### src/rtl/periph_bus_pkg.sv
// Shared types and defaults for the VeSPA peripheral bus initiator.
package periph_bus_pkg;

    typedef enum logic [1:0] {
        ST_IDLE   = 2'd0,
        ST_STROBE = 2'd1,
        ST_WAIT   = 2'd2,
        ST_RESP   = 2'd3
    } state_t;

    localparam int DEF_ADDR_W     = 32;
    localparam int DEF_DATA_W     = 32;
    localparam int DEF_RD_LATENCY = 1;
    localparam int DEF_ADDR_LIMIT = 16;

    // Load data returned alongside a decode error.
    localparam logic [DEF_DATA_W-1:0] RSP_DATA_ON_ERR = 32'h0000_0000;

endpackage

### src/rtl/periph_bus_master.sv
// Turns one CPU valid/ready load or store into a single-cycle peripheral bus
// strobe, waits the slave read latency and returns a held valid/ready response.
module periph_bus_master
    import periph_bus_pkg::*;
#(
    parameter int ADDR_W     = DEF_ADDR_W,
    parameter int DATA_W     = DEF_DATA_W,
    parameter int RD_LATENCY = DEF_RD_LATENCY,
    parameter int ADDR_LIMIT = DEF_ADDR_LIMIT
) (
    input  logic              i_Clk,
    input  logic              i_Rst,
    input  logic              i_ReqValid,
    output logic              o_ReqReady,
    input  logic              i_ReqWrite,
    input  logic [ADDR_W-1:0] i_ReqAddr,
    input  logic [DATA_W-1:0] i_ReqWData,
    output logic              o_RspValid,
    input  logic              i_RspReady,
    output logic [DATA_W-1:0] o_RspData,
    output logic              o_RspErr,
    output logic              o_WEnable,
    output logic [ADDR_W-1:0] o_WAddr,
    output logic [DATA_W-1:0] o_WData,
    output logic              o_REnable,
    output logic [ADDR_W-1:0] o_RAddr,
    input  logic [DATA_W-1:0] i_RData,
    input  logic              i_Err
);

    localparam int                CNT_W      = (RD_LATENCY > 1) ? $clog2(RD_LATENCY) : 1;
    localparam logic [CNT_W-1:0]  CNT_LAST   = CNT_W'(RD_LATENCY - 1);
    localparam logic [ADDR_W-1:0] LIMIT_ADDR = ADDR_W'(ADDR_LIMIT);

    state_t            r_state;
    state_t            w_next;
    logic              r_write;
    logic [CNT_W-1:0]  r_cnt;
    logic              r_req_ready;
    logic              r_rsp_valid;
    logic [DATA_W-1:0] r_rsp_data;
    logic              r_rsp_err;
    logic              r_wen;
    logic              r_ren;
    logic [ADDR_W-1:0] r_waddr;
    logic [DATA_W-1:0] r_wdata;
    logic [ADDR_W-1:0] r_raddr;

    logic w_req_hs;
    logic w_rsp_hs;
    logic w_decode_err;
    logic w_wait_last;
    logic w_accept_bus;

    // r_req_ready is low in the first cycle after reset, so it gates the handshake too.
    assign w_req_hs     = i_ReqValid & r_req_ready;
    assign w_rsp_hs     = r_rsp_valid & i_RspReady;
    assign w_decode_err = (i_ReqAddr >= LIMIT_ADDR);
    assign w_wait_last  = (r_cnt == CNT_LAST);
    assign w_accept_bus = w_req_hs & ~w_decode_err;

    // State register.
    always_ff @(posedge i_Clk or posedge i_Rst) begin
        if (i_Rst) begin
            r_state <= ST_IDLE;
        end else begin
            r_state <= w_next;
        end
    end

    // Next-state decode.
    always_comb begin
        w_next = r_state;
        case (r_state)
            ST_IDLE: begin
                if (w_req_hs) begin
                    if (w_decode_err) begin
                        w_next = ST_RESP;
                    end else begin
                        w_next = ST_STROBE;
                    end
                end else begin
                    w_next = ST_IDLE;
                end
            end
            ST_STROBE: begin
                w_next = ST_WAIT;
            end
            ST_WAIT: begin
                if (w_wait_last) begin
                    w_next = ST_RESP;
                end else begin
                    w_next = ST_WAIT;
                end
            end
            ST_RESP: begin
                if (w_rsp_hs) begin
                    w_next = ST_IDLE;
                end else begin
                    w_next = ST_RESP;
                end
            end
            default: begin
                w_next = ST_IDLE;
            end
        endcase
    end

    // Request direction latch and read-latency counter.
    always_ff @(posedge i_Clk or posedge i_Rst) begin
        if (i_Rst) begin
            r_write <= 1'b0;
            r_cnt   <= {CNT_W{1'b0}};
        end else begin
            if (w_req_hs) begin
                r_write <= i_ReqWrite;
            end
            if (r_state == ST_STROBE) begin
                r_cnt <= {CNT_W{1'b0}};
            end else if (r_state == ST_WAIT) begin
                r_cnt <= r_cnt + CNT_W'(1);
            end
        end
    end

    // Registered handshake flags and bus strobes; bus address/data hold between strobes.
    always_ff @(posedge i_Clk or posedge i_Rst) begin
        if (i_Rst) begin
            r_req_ready <= 1'b0;
            r_rsp_valid <= 1'b0;
            r_wen       <= 1'b0;
            r_ren       <= 1'b0;
            r_waddr     <= {ADDR_W{1'b0}};
            r_wdata     <= {DATA_W{1'b0}};
            r_raddr     <= {ADDR_W{1'b0}};
        end else begin
            r_req_ready <= (w_next == ST_IDLE);
            r_rsp_valid <= (w_next == ST_RESP);
            r_wen       <= w_accept_bus & i_ReqWrite;
            r_ren       <= w_accept_bus & ~i_ReqWrite;
            if (w_accept_bus & i_ReqWrite) begin
                r_waddr <= i_ReqAddr;
                r_wdata <= i_ReqWData;
            end
            if (w_accept_bus & ~i_ReqWrite) begin
                r_raddr <= i_ReqAddr;
            end
        end
    end

    // Response capture: decode errors at acceptance, slave data on the last wait cycle.
    always_ff @(posedge i_Clk or posedge i_Rst) begin
        if (i_Rst) begin
            r_rsp_data <= {DATA_W{1'b0}};
            r_rsp_err  <= 1'b0;
        end else if (w_req_hs & w_decode_err) begin
            r_rsp_data <= DATA_W'(RSP_DATA_ON_ERR);
            r_rsp_err  <= 1'b1;
        end else if ((r_state == ST_WAIT) && w_wait_last) begin
            r_rsp_err  <= i_Err;
            r_rsp_data <= r_write ? {DATA_W{1'b0}} : i_RData;
        end
    end

    assign o_ReqReady = r_req_ready;
    assign o_RspValid = r_rsp_valid;
    assign o_RspData  = r_rsp_data;
    assign o_RspErr   = r_rsp_err;
    assign o_WEnable  = r_wen;
    assign o_WAddr    = r_waddr;
    assign o_WData    = r_wdata;
    assign o_REnable  = r_ren;
    assign o_RAddr    = r_raddr;

endmodule
### config.mk
export PLATFORM = sky130hd
export DESIGN_NAME = periph_bus_master
export DESIGN_NICKNAME = d
export VERILOG_FILES = /design/src/rtl/periph_bus_pkg.sv /design/src/rtl/periph_bus_master.sv
export SDC_FILE = /design/constraint.sdc
export NUM_CORES = 1
export LEC_CHECK = 0
export BUFFER_PORTS_ARGS = -buffer_cell sky130_fd_sc_hd__buf_4
export CORE_MARGIN = 5
export CORE_UTILIZATION = 49
export CTS_BUF_LIST = sky130_fd_sc_hd__clkbuf_2 sky130_fd_sc_hd__clkbuf_4 sky130_fd_sc_hd__clkbuf_8
export DETAILED_ROUTE_END_ITERATION = 10
export GPL_TIMING_DRIVEN = 0
export HOLD_SLACK_MARGIN = 0.03
export PLACE_DENSITY = 0.83
export SYNTH_ARGS = -nofsm -noshare
export SYNTH_HDL_FRONTEND = slang
export SYNTH_SLANG_ARGS = --single-unit
### constraint.sdc
create_clock -name i_Clk -period 5.8 [get_ports i_Clk]
set_input_delay 1.16 -clock i_Clk [delete_from_list [all_inputs] [get_ports i_Clk]]
set_output_delay 1.16 -clock i_Clk [all_outputs]
set_load 0.05 [all_outputs]
* Word-level counts from Yosys, hierarchy flattened
Index checks and enable logic that the tools add are counted.
** Word-level totals
- Output and inout bits :: 133
- Bits in registers :: 137
- Word-level logic and storage cells :: 44
** Operators by class
- Magnitude comparators :: 1
- Equality and inequality tests :: 4
- Multiplexer cells :: 12
- Reduce and logical (&&, ||, !) cells :: 5
- $add $sub $neg :: 1
- Bitwise gates (word level) :: 9
** Operators with widths (count)
- two-way mux 32 bit :: 3
- greater-or-equal comparator 32 x 5 -> 1 bit, second input constant :: 1
- one-hot mux 2 bit (4 select lines) :: 1
- AND 1 bit :: 6
- == test 2 bit, second input constant :: 3
- two-way mux 2 bit :: 3
- two-way mux 1 bit :: 5
- logical NOT 2 bit :: 2
- nonzero test 2 bit :: 2
- inverter 1 bit :: 3
- == test 2 x 1 -> 1 bit, second input constant :: 1
- adder 1 bit, second input constant :: 1
- logical AND 1 bit :: 1

* Longest topological paths before layout
- Depth after elaboration :: 5
- Gate-level depth with buffers :: 8

* Worst setup path after synthesis
OpenSTA, ideal clock, no wires.
- Kind :: input to register
- Start :: in i_ReqAddr[8]
- End :: reg r_wdata[10] (netlist: o_WData[10])
- Setup time :: 0.125 ns
- Setup slack :: 2.828 ns
- Data arrival time :: 2.847 ns
- Cell stages on the path :: 5
- Data required time :: 5.675 ns
- Cell sequence :: or4_4 -> buf_6 -> nor4_4 -> buf_6 -> mux2_4
** Between the ends
- Longest elaborated chain between the ends :: 4
** RTL lines
- from (decl) :: RTL line periph_bus_master.sv:16 : input logic [ADDR_W-1:0] i_ReqAddr,
- greater-or-equal comparator 32 x 5 -> 1 bit :: RTL line periph_bus_master.sv:58 : assign w_decode_err = (i_ReqAddr >= LIMIT_ADDR);
- inverter 1 bit :: RTL line periph_bus_master.sv:60 : assign w_accept_bus = w_req_hs & ~w_decode_err;
- AND 1 bit :: RTL line periph_bus_master.sv:60
- AND 1 bit :: RTL line periph_bus_master.sv:141 : if (w_accept_bus & i_ReqWrite) begin
- to (signal assigned) :: RTL line periph_bus_master.sv:134 : r_wdata <= {DATA_W{1'b0}};
- to (signal assigned) :: RTL line periph_bus_master.sv:143 : r_wdata <= i_ReqWData;
- to (decl) :: RTL line periph_bus_master.sv:46 : logic [DATA_W-1:0] r_wdata;
No other way between the ends.
A chain may end at the register's enable or synchronous reset.

* Final worst setup path
- Start :: in i_ReqAddr[21]
- End :: reg r_wdata[10] (netlist: o_WData[10])
Same word-level chain as after synthesis.

==> metrics.md <==
| Metric | Value |
|---|---|
| Routed vias/inst | 4.99 |
| Die Span X | 114 um |
| Avg Cell Area, Syn | 13.5 um^2 |
| Critical path class | in2reg |
| GR Util met3 | 8.17% |
| GR Util met1 | 24.3% |
| Clock insertion delay at the later pin of the skew report | 420 ps |
| Critical Path Slowest Stage Cell | nor4_4 |
| Maximum clock frequency | 331 MHz |
| Status | complete, no violations |
| Primary FF master, synth | dfrtp_1 |
| Routability congestion estimate | 0.849 |
| Final period utilization | 52.0% |
| Met2 Usage GRT | 36.3% |
| Worst vdd ir | 206 uV |
| Total congestion overflow | 0 |
| Clk sink count | 137 |
| Crit path max fanout | 10 |
| Post-route DRC | 0 |
| Worst-path cell chain | buf_4, nor4_1, nand4_2, nor4_4, buf_6, mux2_4 |
| Cell count after synthesis | 392 |
| Die span in y | 114 um |
| CTS tree | done |
| CTS root buf | clkbuf_8 |
| Vias in the first global route | 4291 |
| Final ANT Viol Nets | 0 |
| Max stage delay on crit path | 810 ps |
| Overall power | 0.00261 W |
| Layout Area Growth over Synthesis | 45.3% |
| Final instance area | 7700 um^2 |
| Post-CTS Resized | 0 |
| Final Slew Violations | 0 |
| Initial DRC Count | 255 |
| RSZ-0062 raised after global routing | false |
| Endpoint class of the critical path | register |
| Setup WS post-layout | 2780 ps |
| CTS Buf Count | 17 |
| Layout cells sized above 1 | 49.2% |
| Leakage | 4.13 nW |
| Syn nets | 498 |
| First-pass GRT wire length | 21700 um |
| Worst Setup Start Kind | input pin |
| CTS H-tree depth | 4 |
| Initial antenna violation count | 0 |
| PortBufs | 234 |
| Diode count | 0 |
| Crit path time final | 3020 ps |
| Post-CTS Setup Inserts | 0 |
| Fin. Hold Viols | 0 |
| Hold Buf Count CTS | 0 |
| Post-synth EDFFs | 0 |
| Placement Cell Area | 7260 um^2 |
| Drt first pass iters | 4 |
| Net count, final | 752 |
| Die ar. | 13000 um^2 |
| GRT Max-Usage Layer | met2 |
| Post-DP HPWL | 10300 um |
| Row Count | 38 |
| Most frequent cells in the layout | buf_4, dfrtp_1, nor2b_1, a21oi_1, nor2_1 |
| Power per cell area | 338 nW/um^2 |
| Hold Path Class | reg2reg |
| Largest net degree at the start of global routing | 87 |
| Worst-path clk slew | 70 ps |
| Synth Cell Area | 5300 um^2 |
| CP required | 6100 ps |
| Number of synthesized register bits | 137 |
| GRT Overall Usage | 21.4% |
| Synth warn | 0 |
| Sequential fraction of the synthesis area | 64.7% |
| Utilization after layout | 72.0% |
| Max Cap Violations | 0 |
| Ports | 235 |
| Slew Limit Headroom | 45.5% |
| Clock Path Buffers | 2 |
| Final hold slack | 502 ps |
| Core area | 10700 um^2 |
| Async S/R FF share, synth | 100% |
| Worst EP arrival | 3320 ps |
| Final setup fails | 0 |
| Clock Skews | 10.2 ps |
| Starting Density | 49.5% |
| Wire per inst | 17.4 um |
| Tightest Pin Transition | 811 ps |
| Vias | 3986 |
| Placement Setup Slack | 2320 ps |
| Post-synth cell types | 29 |
| WL final | 13900 um |
| Commonest non-fill, non-tap cell in the layout | buf_4 |
## state kept, by name, indices dropped and copies added, names as in the netlist
name / cells
o_RAddr: 32
o_REnable: 1
o_ReqReady: 1
o_RspData: 32
o_RspErr: 1
o_RspValid: 1
o_WAddr: 32
o_WData: 32
o_WEnable: 1
r_cnt: 1
r_state: 2
r_write: 1
## cell usage after synthesis, types with 3 or more instances
cell / n / area, um^2
nor4_2: 4 / 50.1
nor2b_1: 56 / 350
dfrtp_1: 137 / 3430
nor4_1: 5 / 31.3
mux2_4: 30 / 450
nor3b_1: 32 / 240
nor2_1: 34 / 128
nand2_1: 5 / 18.8
ha_1: 4 / 50.1
buf_2: 3 / 15.0
a21oi_1: 34 / 170
clkbuf_1: 15 / 56.3
inv_1: 3 / 11.3
mux2_2: 11 / 124
buf_6: 5 / 56.3
## worst max-delay path, delay by kind of cell
family	cells	cell delay [ps]
multiplexers	1	320
buffers and inverters	2	390
AND/OR/NAND/NOR	3	1440
## routing by layer
metal  up-vias  part of all wire [%]
li1       1827                     -
met3        23                   8.9
met4         0                   2.0
met5         -                     0
met2       163                    52
met1      1973                    37
## power breakdown
part           internal, W  total (W)  switching, W
combinational     0.000227   0.000690      0.000463
sequential         0.00103    0.00107     0.0000437
clock             0.000488   0.000845      0.000358
## final cells by class
type,count,area [um^2]
sequential,137,3430
multi-input combinational,228,1730
timing repair buffer,235,1780
buffer,24,131
tap,140,175
clock inverter,11,173
fill,746,3000
inverter,3,16.3
clock buffer,20,263
## through the flow
step | TNS (ps) | cells
global placement | -30030 | 766
CTS | 0 | 798
global route | 0 | 798
finish | 0 | 798
detailed placement | 0 | 767
floorplan | 0 | 392
## kinds of logic (layout without fill, tap and decap cells)
kind of cell / after synthesis / after routing / share of synthesized area [%]
flip-flops: 137 / 137 / 64.7
multiplexers: 42 / 42 / 11.0
AO/OA/AOI/OAI: 39 / 39 / 3.94
adder cells (fa/ha/maj): 4 / 4 / 0.944
AND/OR/NAND/NOR: 143 / 143 / 16.7
buffers and inverters: 27 / 293 / 2.69
## final timing paths
| kind | endpoint | depth (start not counted) | slack (ps) | startpoint |
|---|---|---|---|---|
| worst max-delay path | o_WData[10]$_DFFE_PP0P_ | 6 | 2780 | i_ReqAddr[21] |
| worst min-delay path | o_RAddr[5]$_DFFE_PP0P_ | 1 | 500 | o_RAddr[5]$_DFFE_PP0P_ |
| worst max register to register | o_RAddr[0]$_DFFE_PP0P_ | 5 | 3700 | o_ReqReady$_DFF_PP0_ |
| worst min register to register | o_RAddr[5]$_DFFE_PP0P_ | 1 | 500 | o_RAddr[5]$_DFFE_PP0P_ |
| max in group asynchronous | o_RAddr[12]$_DFFE_PP0P_ | 3 | 4270 | i_Rst |
| min in group asynchronous | o_WData[2]$_DFFE_PP0P_ | 2 | 770 | i_Rst |
Power figures use the tool's default switching activity.
